### src/rtl/uart_pkg.sv
// Encodings shared by the UART Tx parity unit, Tx serializer and Rx side.
package uart_pkg;

  localparam int DATA_WIDTH_DEF = 8;

  typedef enum logic [1:0] {
    PAR_NONE0 = 2'b00,
    PAR_ODD   = 2'b01,
    PAR_EVEN  = 2'b10,
    PAR_NONE1 = 2'b11
  } parity_type_e;

  typedef enum logic {
    STOP_ONE = 1'b0,
    STOP_TWO = 1'b1
  } stop_bits_e;

  typedef enum logic {
    LEN_7 = 1'b0,
    LEN_8 = 1'b1
  } data_length_e;

  typedef enum logic [2:0] {
    ST_IDLE,
    ST_LOAD,
    ST_START,
    ST_DATA,
    ST_PARITY,
    ST_STOP
  } tx_state_e;

  function automatic logic parity_enabled(input logic [1:0] ptype);
    return (ptype == PAR_ODD) || (ptype == PAR_EVEN);
  endfunction

endpackage

### src/rtl/uart_tx_frame_serializer.sv
// UART Tx frame serializer: latches a byte plus supplied parity bit and shifts out
// start, data (LSB first), optional parity and 1-2 stop bits, one bit per BaudTick.
module uart_tx_frame_serializer
  import uart_pkg::*;
#(
  parameter int DATA_WIDTH = DATA_WIDTH_DEF
) (
  input  logic                  Clk,
  input  logic                  ResetN,
  input  logic                  BaudTick,
  input  logic                  Send,
  input  logic [DATA_WIDTH-1:0] DataIn,
  input  logic                  ParityIn,
  input  logic [1:0]            ParityType,
  input  logic                  StopBits,
  input  logic                  DataLength,
  output logic                  TxOut,
  output logic                  Busy,
  output logic                  Done
);

  localparam int CNT_W = (DATA_WIDTH > 2) ? $clog2(DATA_WIDTH) : 1;

  tx_state_e             state_q;
  logic [DATA_WIDTH-1:0] shift_q;
  logic [DATA_WIDTH-1:0] shift_d;
  logic                  par_bit_q;
  logic [1:0]            ptype_q;
  logic                  stop2_q;
  logic                  len8_q;
  logic [CNT_W-1:0]      bit_cnt_q;
  logic [CNT_W-1:0]      bit_cnt_d;
  logic [CNT_W-1:0]      last_idx;
  logic                  stop_cnt_q;
  logic                  tx_q;
  logic                  busy_q;
  logic                  done_q;

  assign shift_d   = shift_q >> 1;
  assign bit_cnt_d = bit_cnt_q + 1'b1;
  // Short frames drop the top data bit of the shadow register.
  assign last_idx  = len8_q ? CNT_W'(DATA_WIDTH - 1) : CNT_W'(DATA_WIDTH - 2);

  always_ff @(posedge Clk or negedge ResetN) begin
    if (!ResetN) begin
      state_q    <= ST_IDLE;
      shift_q    <= '0;
      par_bit_q  <= 1'b0;
      ptype_q    <= 2'b00;
      stop2_q    <= 1'b0;
      len8_q     <= 1'b0;
      bit_cnt_q  <= '0;
      stop_cnt_q <= 1'b0;
      tx_q       <= 1'b1;
      busy_q     <= 1'b0;
      done_q     <= 1'b0;
    end else begin
      done_q <= 1'b0;
      case (state_q)
        ST_IDLE: begin
          if (Send) begin
            shift_q   <= DataIn;
            par_bit_q <= ParityIn;
            ptype_q   <= ParityType;
            stop2_q   <= StopBits;
            len8_q    <= DataLength;
            busy_q    <= 1'b1;
            state_q   <= ST_LOAD;
          end
        end
        // Waiting for a tick here makes the start bit a full bit period.
        ST_LOAD: begin
          if (BaudTick) begin
            tx_q    <= 1'b0;
            state_q <= ST_START;
          end
        end
        ST_START: begin
          if (BaudTick) begin
            tx_q      <= shift_q[0];
            shift_q   <= shift_d;
            bit_cnt_q <= '0;
            state_q   <= ST_DATA;
          end
        end
        ST_DATA: begin
          if (BaudTick) begin
            if (bit_cnt_q == last_idx) begin
              stop_cnt_q <= 1'b0;
              if (parity_enabled(ptype_q)) begin
                tx_q    <= par_bit_q;
                state_q <= ST_PARITY;
              end else begin
                tx_q    <= 1'b1;
                state_q <= ST_STOP;
              end
            end else begin
              tx_q      <= shift_q[0];
              shift_q   <= shift_d;
              bit_cnt_q <= bit_cnt_d;
            end
          end
        end
        ST_PARITY: begin
          if (BaudTick) begin
            tx_q    <= 1'b1;
            state_q <= ST_STOP;
          end
        end
        ST_STOP: begin
          if (BaudTick) begin
            if (stop_cnt_q == stop2_q) begin
              busy_q  <= 1'b0;
              done_q  <= 1'b1;
              state_q <= ST_IDLE;
            end else begin
              stop_cnt_q <= 1'b1;
            end
          end
        end
        default: state_q <= ST_IDLE;
      endcase
    end
  end

  assign TxOut = tx_q;
  assign Busy  = busy_q;
  assign Done  = done_q;

endmodule
### config.mk
export PLATFORM = sky130hd
export DESIGN_NAME = uart_tx_frame_serializer
export DESIGN_NICKNAME = d
export VERILOG_FILES = /design/src/rtl/uart_pkg.sv /design/src/rtl/uart_tx_frame_serializer.sv
export SDC_FILE = /design/constraint.sdc
export NUM_CORES = 1
export LEC_CHECK = 0
export BUFFER_PORTS_ARGS = -buffer_cell sky130_fd_sc_hd__buf_2
export CORE_MARGIN = 3
export CORE_UTILIZATION = 50
export CTS_CLUSTER_DIAMETER = 200
export CTS_CLUSTER_SIZE = 24
export DETAILED_ROUTE_END_ITERATION = 8
export PLACE_DENSITY = 0.83
export SLEW_MARGIN = 0
export SYNTH_ARGS = -nofsm -noshare
export SYNTH_HDL_FRONTEND = slang
export SYNTH_SLANG_ARGS = --single-unit
### constraint.sdc
create_clock -name Clk -period 1.8 [get_ports Clk]
set_clock_uncertainty 0.2 [all_clocks]
set_input_delay 0.09 -clock Clk [delete_from_list [all_inputs] [get_ports Clk]]
set_output_delay 0.09 -clock Clk [all_outputs]
set_load 0.02 [all_outputs]
# [Word level (Yosys, flattened, before mapping)]
# Index checks and enable logic that the tools add are counted.
[classes] n_addsub=1 multipliers=0 div=0 order_cmp=0 eq_ne=19 shift=0 mux=39 bitwise=0 n_reduce_logical=14
[ops] cell="2-to-1 mux 3 bit" count=11
[ops] cell="2-to-1 mux 8 bit" count=4
[ops] cell="one-hot mux 8 bit (3 select lines)" count=1
[ops] cell="inequality test 2 bit (second input constant)" count=10
[ops] cell="2-to-1 mux 1 bit" count=18
[ops] cell="one-hot mux 3 bit (6 select lines)" count=1
[ops] cell="AND reduction 5 bit" count=3
[ops] cell="AND reduction 4 bit" count=2
[ops] cell="AND reduction 8 bit" count=1
[ops] cell="== test 3 x 2 -> 1 bit (second input constant)" count=2
[ops] cell="== test 3 bit (second input constant)" count=2
[ops] cell="one-hot mux 3 bit (2 select lines)" count=1
[ops] cell="nonzero test 2 bit" count=3
[ops] cell="one-hot mux 1 bit (2 select lines)" count=2
[ops] cell="one-hot mux 1 bit (4 select lines)" count=1
[ops] cell="nonzero test 4 bit" count=1
[ops] cell="adder 3 x 1 -> 3 bit (second input constant)" count=1
[ops] cell="== test 3 x 1 -> 1 bit (second input constant)" count=1
[ops] cell="== test 3 bit" count=1
[ops] cell="logical NOT 3 bit" count=1
[ops] cell="nonzero test 3 bit" count=1
[ops] cell="== test 2 x 1 -> 1 bit (second input constant)" count=1
[ops] cell="== test 2 bit (second input constant)" count=1
[ops] cell="AND reduction 2 bit" count=1
[ops] cell="other kinds (2)" count=2
[word_totals] register_bits=23 latch_bits=0 ramBits=0 romBits=0 inputBits=17 output_inout_bits=3 wordCells=84 memories=0

# [Longest topological paths before layout]
[depth] ltp_word=6 mapped_depth=6 ltp_nobuf=4

# [Worst setup path before layout]
# OpenSTA, ideal clock, no wires.
[synth_path] path_kind="reg-to-reg" from="register state_q[2]" to="register shift_q[0]" setup_time_ns=0.125 t_arrival_ns=1.332 t_required_ns=1.475 setup_slack_ns=0.143 path_stages_with_launch=6 path_buffers=1 period_less_slack_ns=1.657 path_cell_list="dfrtp_1 -> buf_2 -> nor2b_2 -> nand2_2 -> o32ai_4 -> mux2_2"
[synth_between] elab_chain_cells=3 word_cells_on_any_way=10 cone_classes="6 x eq/ne; 1 x mux; 3 x reduce/logical"
[synth_lines] element="from (decl)" line_no="uart_tx_frame_serializer.sv:24" source="tx_state_e state_q;"
[synth_lines] element="from (signal assigned)" line_no="uart_tx_frame_serializer.sv:46" source="state_q <= ST_IDLE;"
[synth_lines] element="from (signal assigned)" line_no="uart_tx_frame_serializer.sv:68" source="state_q <= ST_LOAD;"
[synth_lines] element="from (signal assigned)" line_no="uart_tx_frame_serializer.sv:75" source="state_q <= ST_START;"
[synth_lines] element="== test 3 x 2 -> 1 bit or logical NOT 3 bit (tied branches)" line_no="uart_tx_frame_serializer.sv:59" source="case (state_q)"
[synth_lines] element="inequality test 2 bit (no line) or nonzero test 3 bit (tied branches)"
[synth_lines] element="AND reduction 5 bit (no line)"
[synth_lines] element="to (signal assigned)" line_no="uart_tx_frame_serializer.sv:62" source="shift_q <= DataIn;"
[synth_lines] element="to (signal assigned)" line_no="uart_tx_frame_serializer.sv:81" source="shift_q <= shift_d;"
[synth_lines] element="to (signal assigned)" line_no="uart_tx_frame_serializer.sv:99" source="shift_q <= shift_d;"
[synth_lines] element="to (decl)" line_no="uart_tx_frame_serializer.sv:25" source="logic [DATA_WIDTH-1:0] shift_q;"
# Several ways; a longest one is shown, not always the timed one.
# A chain may end at the register's enable or synchronous reset.

# [Final worst setup path]
[layout_path] from="register state_q[1]" to="register shift_q[3]"
# The elaborated chain is that of the path after synthesis.

==> results.yml <==
route:
  detail_route.wl_per_cell_um: 14.3
  vias: 942
  highest_layer: "met4"
  drt-total-wl_um: 2460
  drtAntennaViolNets: 0
  wl_met3_um: 106
  drtPass1Iterations: 4
  sum_of_met2_wire_segment_lengths_after_detailed_routing_um: 1240
  dr.first_iter.drc_count: 23
  number_of_design_rule_violations_left_after_detail_routing: 0
  drt-vias-per-instance: 5.48
  wirelength_met1_um: 1060
cells_and_area:
  nNetsFinal: 163
  antenna-diode-count: 0
  n_fill_cell: 163
  final_cell_mix: "dfrtp_1, mux2_2, buf_2"
  most_common_cell_after_layout_fill_and_taps_aside: "dfrtp_1"
  flow.area_growth_from_synthesis_pct: 28.4
  multi_input_gate_area_in_the_final_layout_um2: 623
  drive_above_1_share_pct: 41.0
  ff_latch_area_um2: 578
  number_of_cells_in_the_finished_layout_apart_from_fillers: 172
place:
  gp_congestion: 0.761
  numPlacedInstances: 152
  dp_hpwl_um: 1760
  port_buffers: 19
  post-place-ws_ns: 0.0246
floorplanning:
  die_height_um: 55.6
  row_count: 17
  core-area_mm2: 0.00228
  start_util_pct: 54.1
  fp.dieArea_mm2: 0.00309
  design.portCount: 20
  die_width_um: 55.6
synth:
  synth_seq_cells: 23
  synth_top_area_cell: "dfrtp_1"
  post-synth-top-area-fraction_pct: 44.7
  ys_async_sr_fraction_pct: 100
  synth.yosys.warnings: 0
  synth-edff-count: 0
  post_synth_num_cell_types: 37
  ys_top_cells_by_area: "dfrtp_1, mux2_2, a21oi_1"
  syn-instance-count: 105
  yosysSeqAreaShare_pct: 46.8
  synthesis.nets: 123
  netlist_area_mm2: 0.00123
  ys.flop_type: "dfrtp_1"
  syn_area_per_cell_um2: 11.7
worst_setup_path:
  timing.critical_path.to_type: "flop"
  critPathMaxFanout: 7
  criticalPathCategory: "flop to flop"
  worstPathArrival_ns: 1.76
  worst_setup_path_start_kind: "flop"
  critPathRequiredTime_ns: 1.80
clocking:
  cts-buffers-inserted: 3
  ctsLongestPathBuffers: 2
  source_to_sink_clock_delay_at_the_later_pin_of_the_worst_skew_pair_ns: 0.31
  htree_levels: 1
  cts_root_buffer: "clkbuf_4"
  cts.reportedPaths.clkPinSlew_ns: 0.12
  clock_sinks: 23
  cts_tree: "built"
worst_hold_path:
  worstHoldPathType: "input port to async pin"
timing:
  max-slew-margin-rel_pct: 66.6
  final.min_clock_period_ns: 1.76
  max_freq_ghz: 0.569
  grt_setup_unrepaired: "false"
  finalWorstSetupSlack_ns: 0.0420
  max_slew.worst_pin.slew_ns: 0.501
  layout_worst_path_cycle_share_pct: 97.7
  setup-violations-final: 0
  timing_hold_violations_final: 0
  timing.final.max_slew_violations: 0
  fin_tns_setup_ns: 0
global_routing:
  grt_pass1_vias: 960
  track_usage_pct: 17.4
  grt_start_max_net_pins: 24
  total_gr_overflow: 0
  grt_pass1_wl_um: 4200
  number_of_antenna_violations_at_the_first_check_in_global_routing: 0
power:
  vdd_ir_drop_max_v: 0.00104
  static-leakage-power_nw: 0.712
  post-layout-total-power_mw: 2.09
  power_density_mw_per_mm2: 1320
flow_run:
  drv_cap: 0
run_status:
  run_status: "complete, no violations"
[cells in the mapped netlist (all sizes together) (2+ instances only)]
cell type   n
nor3b       2
buf         5
nand2       7
mux2       19
a21oi       7
o21ai       5
o32ai       2
a211o       2
inv         2
xnor2       2
nor4b       3
dfrtp      22
nand2b      2
o31ai       2
nor2b       4
or2         2
nor2        4
[flip-flops by register name, indices dropped and copies added, names as in the netlist]
register    flops
Busy            1
Done            1
len8_q          1
TxOut           1
bit_cnt_q       3
shift_q         8
stop_cnt_q      1
par_bit_q       1
stop2_q         1
ptype_q         2
state_q         3
[report_power, final]
| group | leakage [nW] | switching, mW | internal, mW |
|---|---|---|---|
| clock | 0.0150 | 0.150 | 0.0866 |
| sequential | 0.281 | 0.187 | 0.732 |
| combinational | 0.416 | 0.408 | 0.530 |
[final cells by class]
| class | instances | share of cell area [%] |
|---|---|---|
| clock buffers | 4 | 1.66 |
| inverters | 2 | 0.475 |
| multi-input cells | 74 | 39.4 |
| flip-flops and latches | 23 | 36.6 |
| well taps | 28 | 2.22 |
| repair buffers | 41 | 19.6 |
[metal layers]
layer  global-route usage (%)  vias up
li1                         -      458
met1                     20.0      454
met2                     29.9       25
met3                     4.87        5
met4                     7.64        0
met5                        0        -
[cells by family (layout without fill, tap and decap cells)]
family                     count (synthesis)  in the layout  synth area share, %
AOI/OAI and AO/OA                         23             23                 13.7
and+or+nand+nor                           27             27                 14.6
adders and majority gates                  1              1                 1.02
DFF                                       23             23                 46.9
buffers and inverters                      8             47                 3.46
xor gates and xnor gates                   3              3                 2.13
muxes                                     20             20                 18.2
[stage by stage]
step / hold WS (ns) / cell area, µm² / utilization [%]
after floorplan: -0.406 / 1230 / -
after global placement: -0.116 / 1370 / 60.3
after detailed placement: -0.105 / 1370 / 60.3
after CTS: 0.0651 / 1550 / 68.0
after global routing: 0.0924 / 1580 / 69.4
final: 0.0550 / 1580 / 69.4
[final timing paths]
path | startpoint | endpoint | slack [ns] | cells past startpoint
setup / recovery | state_q[1]$_DFFE_PN0P_ | shift_q[3]$_DFFE_PN0P_ | 0.04 | 4
hold / removal | ResetN | state_q[0]$_DFFE_PN0P_ | 0.06 | 2
setup reg to reg | state_q[1]$_DFFE_PN0P_ | shift_q[3]$_DFFE_PN0P_ | 0.04 | 4
hold reg to reg | shift_q[6]$_DFFE_PN0P_ | shift_q[6]$_DFFE_PN0P_ | 0.32 | 1
max in group asynchronous | ResetN | state_q[1]$_DFFE_PN0P_ | 0.99 | 2
min in group Clk | Send | state_q[0]$_DFFE_PN0P_ | 0.07 | 4
[what timing repair did]
item,CTS,global route
setup buffers,0,1
endpoints found under the hold margin,37,0
gates resized for setup,0,3
endpoints found under the setup margin,0,7
hold buffers,15,0
[critical path, cell delays in order (launching register included)]
cell and delay (ns):
dfrtp_2 0.47, mux2i_2 0.18, o32ai_4 0.31, buf_12 0.16, mux2_2 0.32
Note: power is estimated with default switching activity, not from simulation.
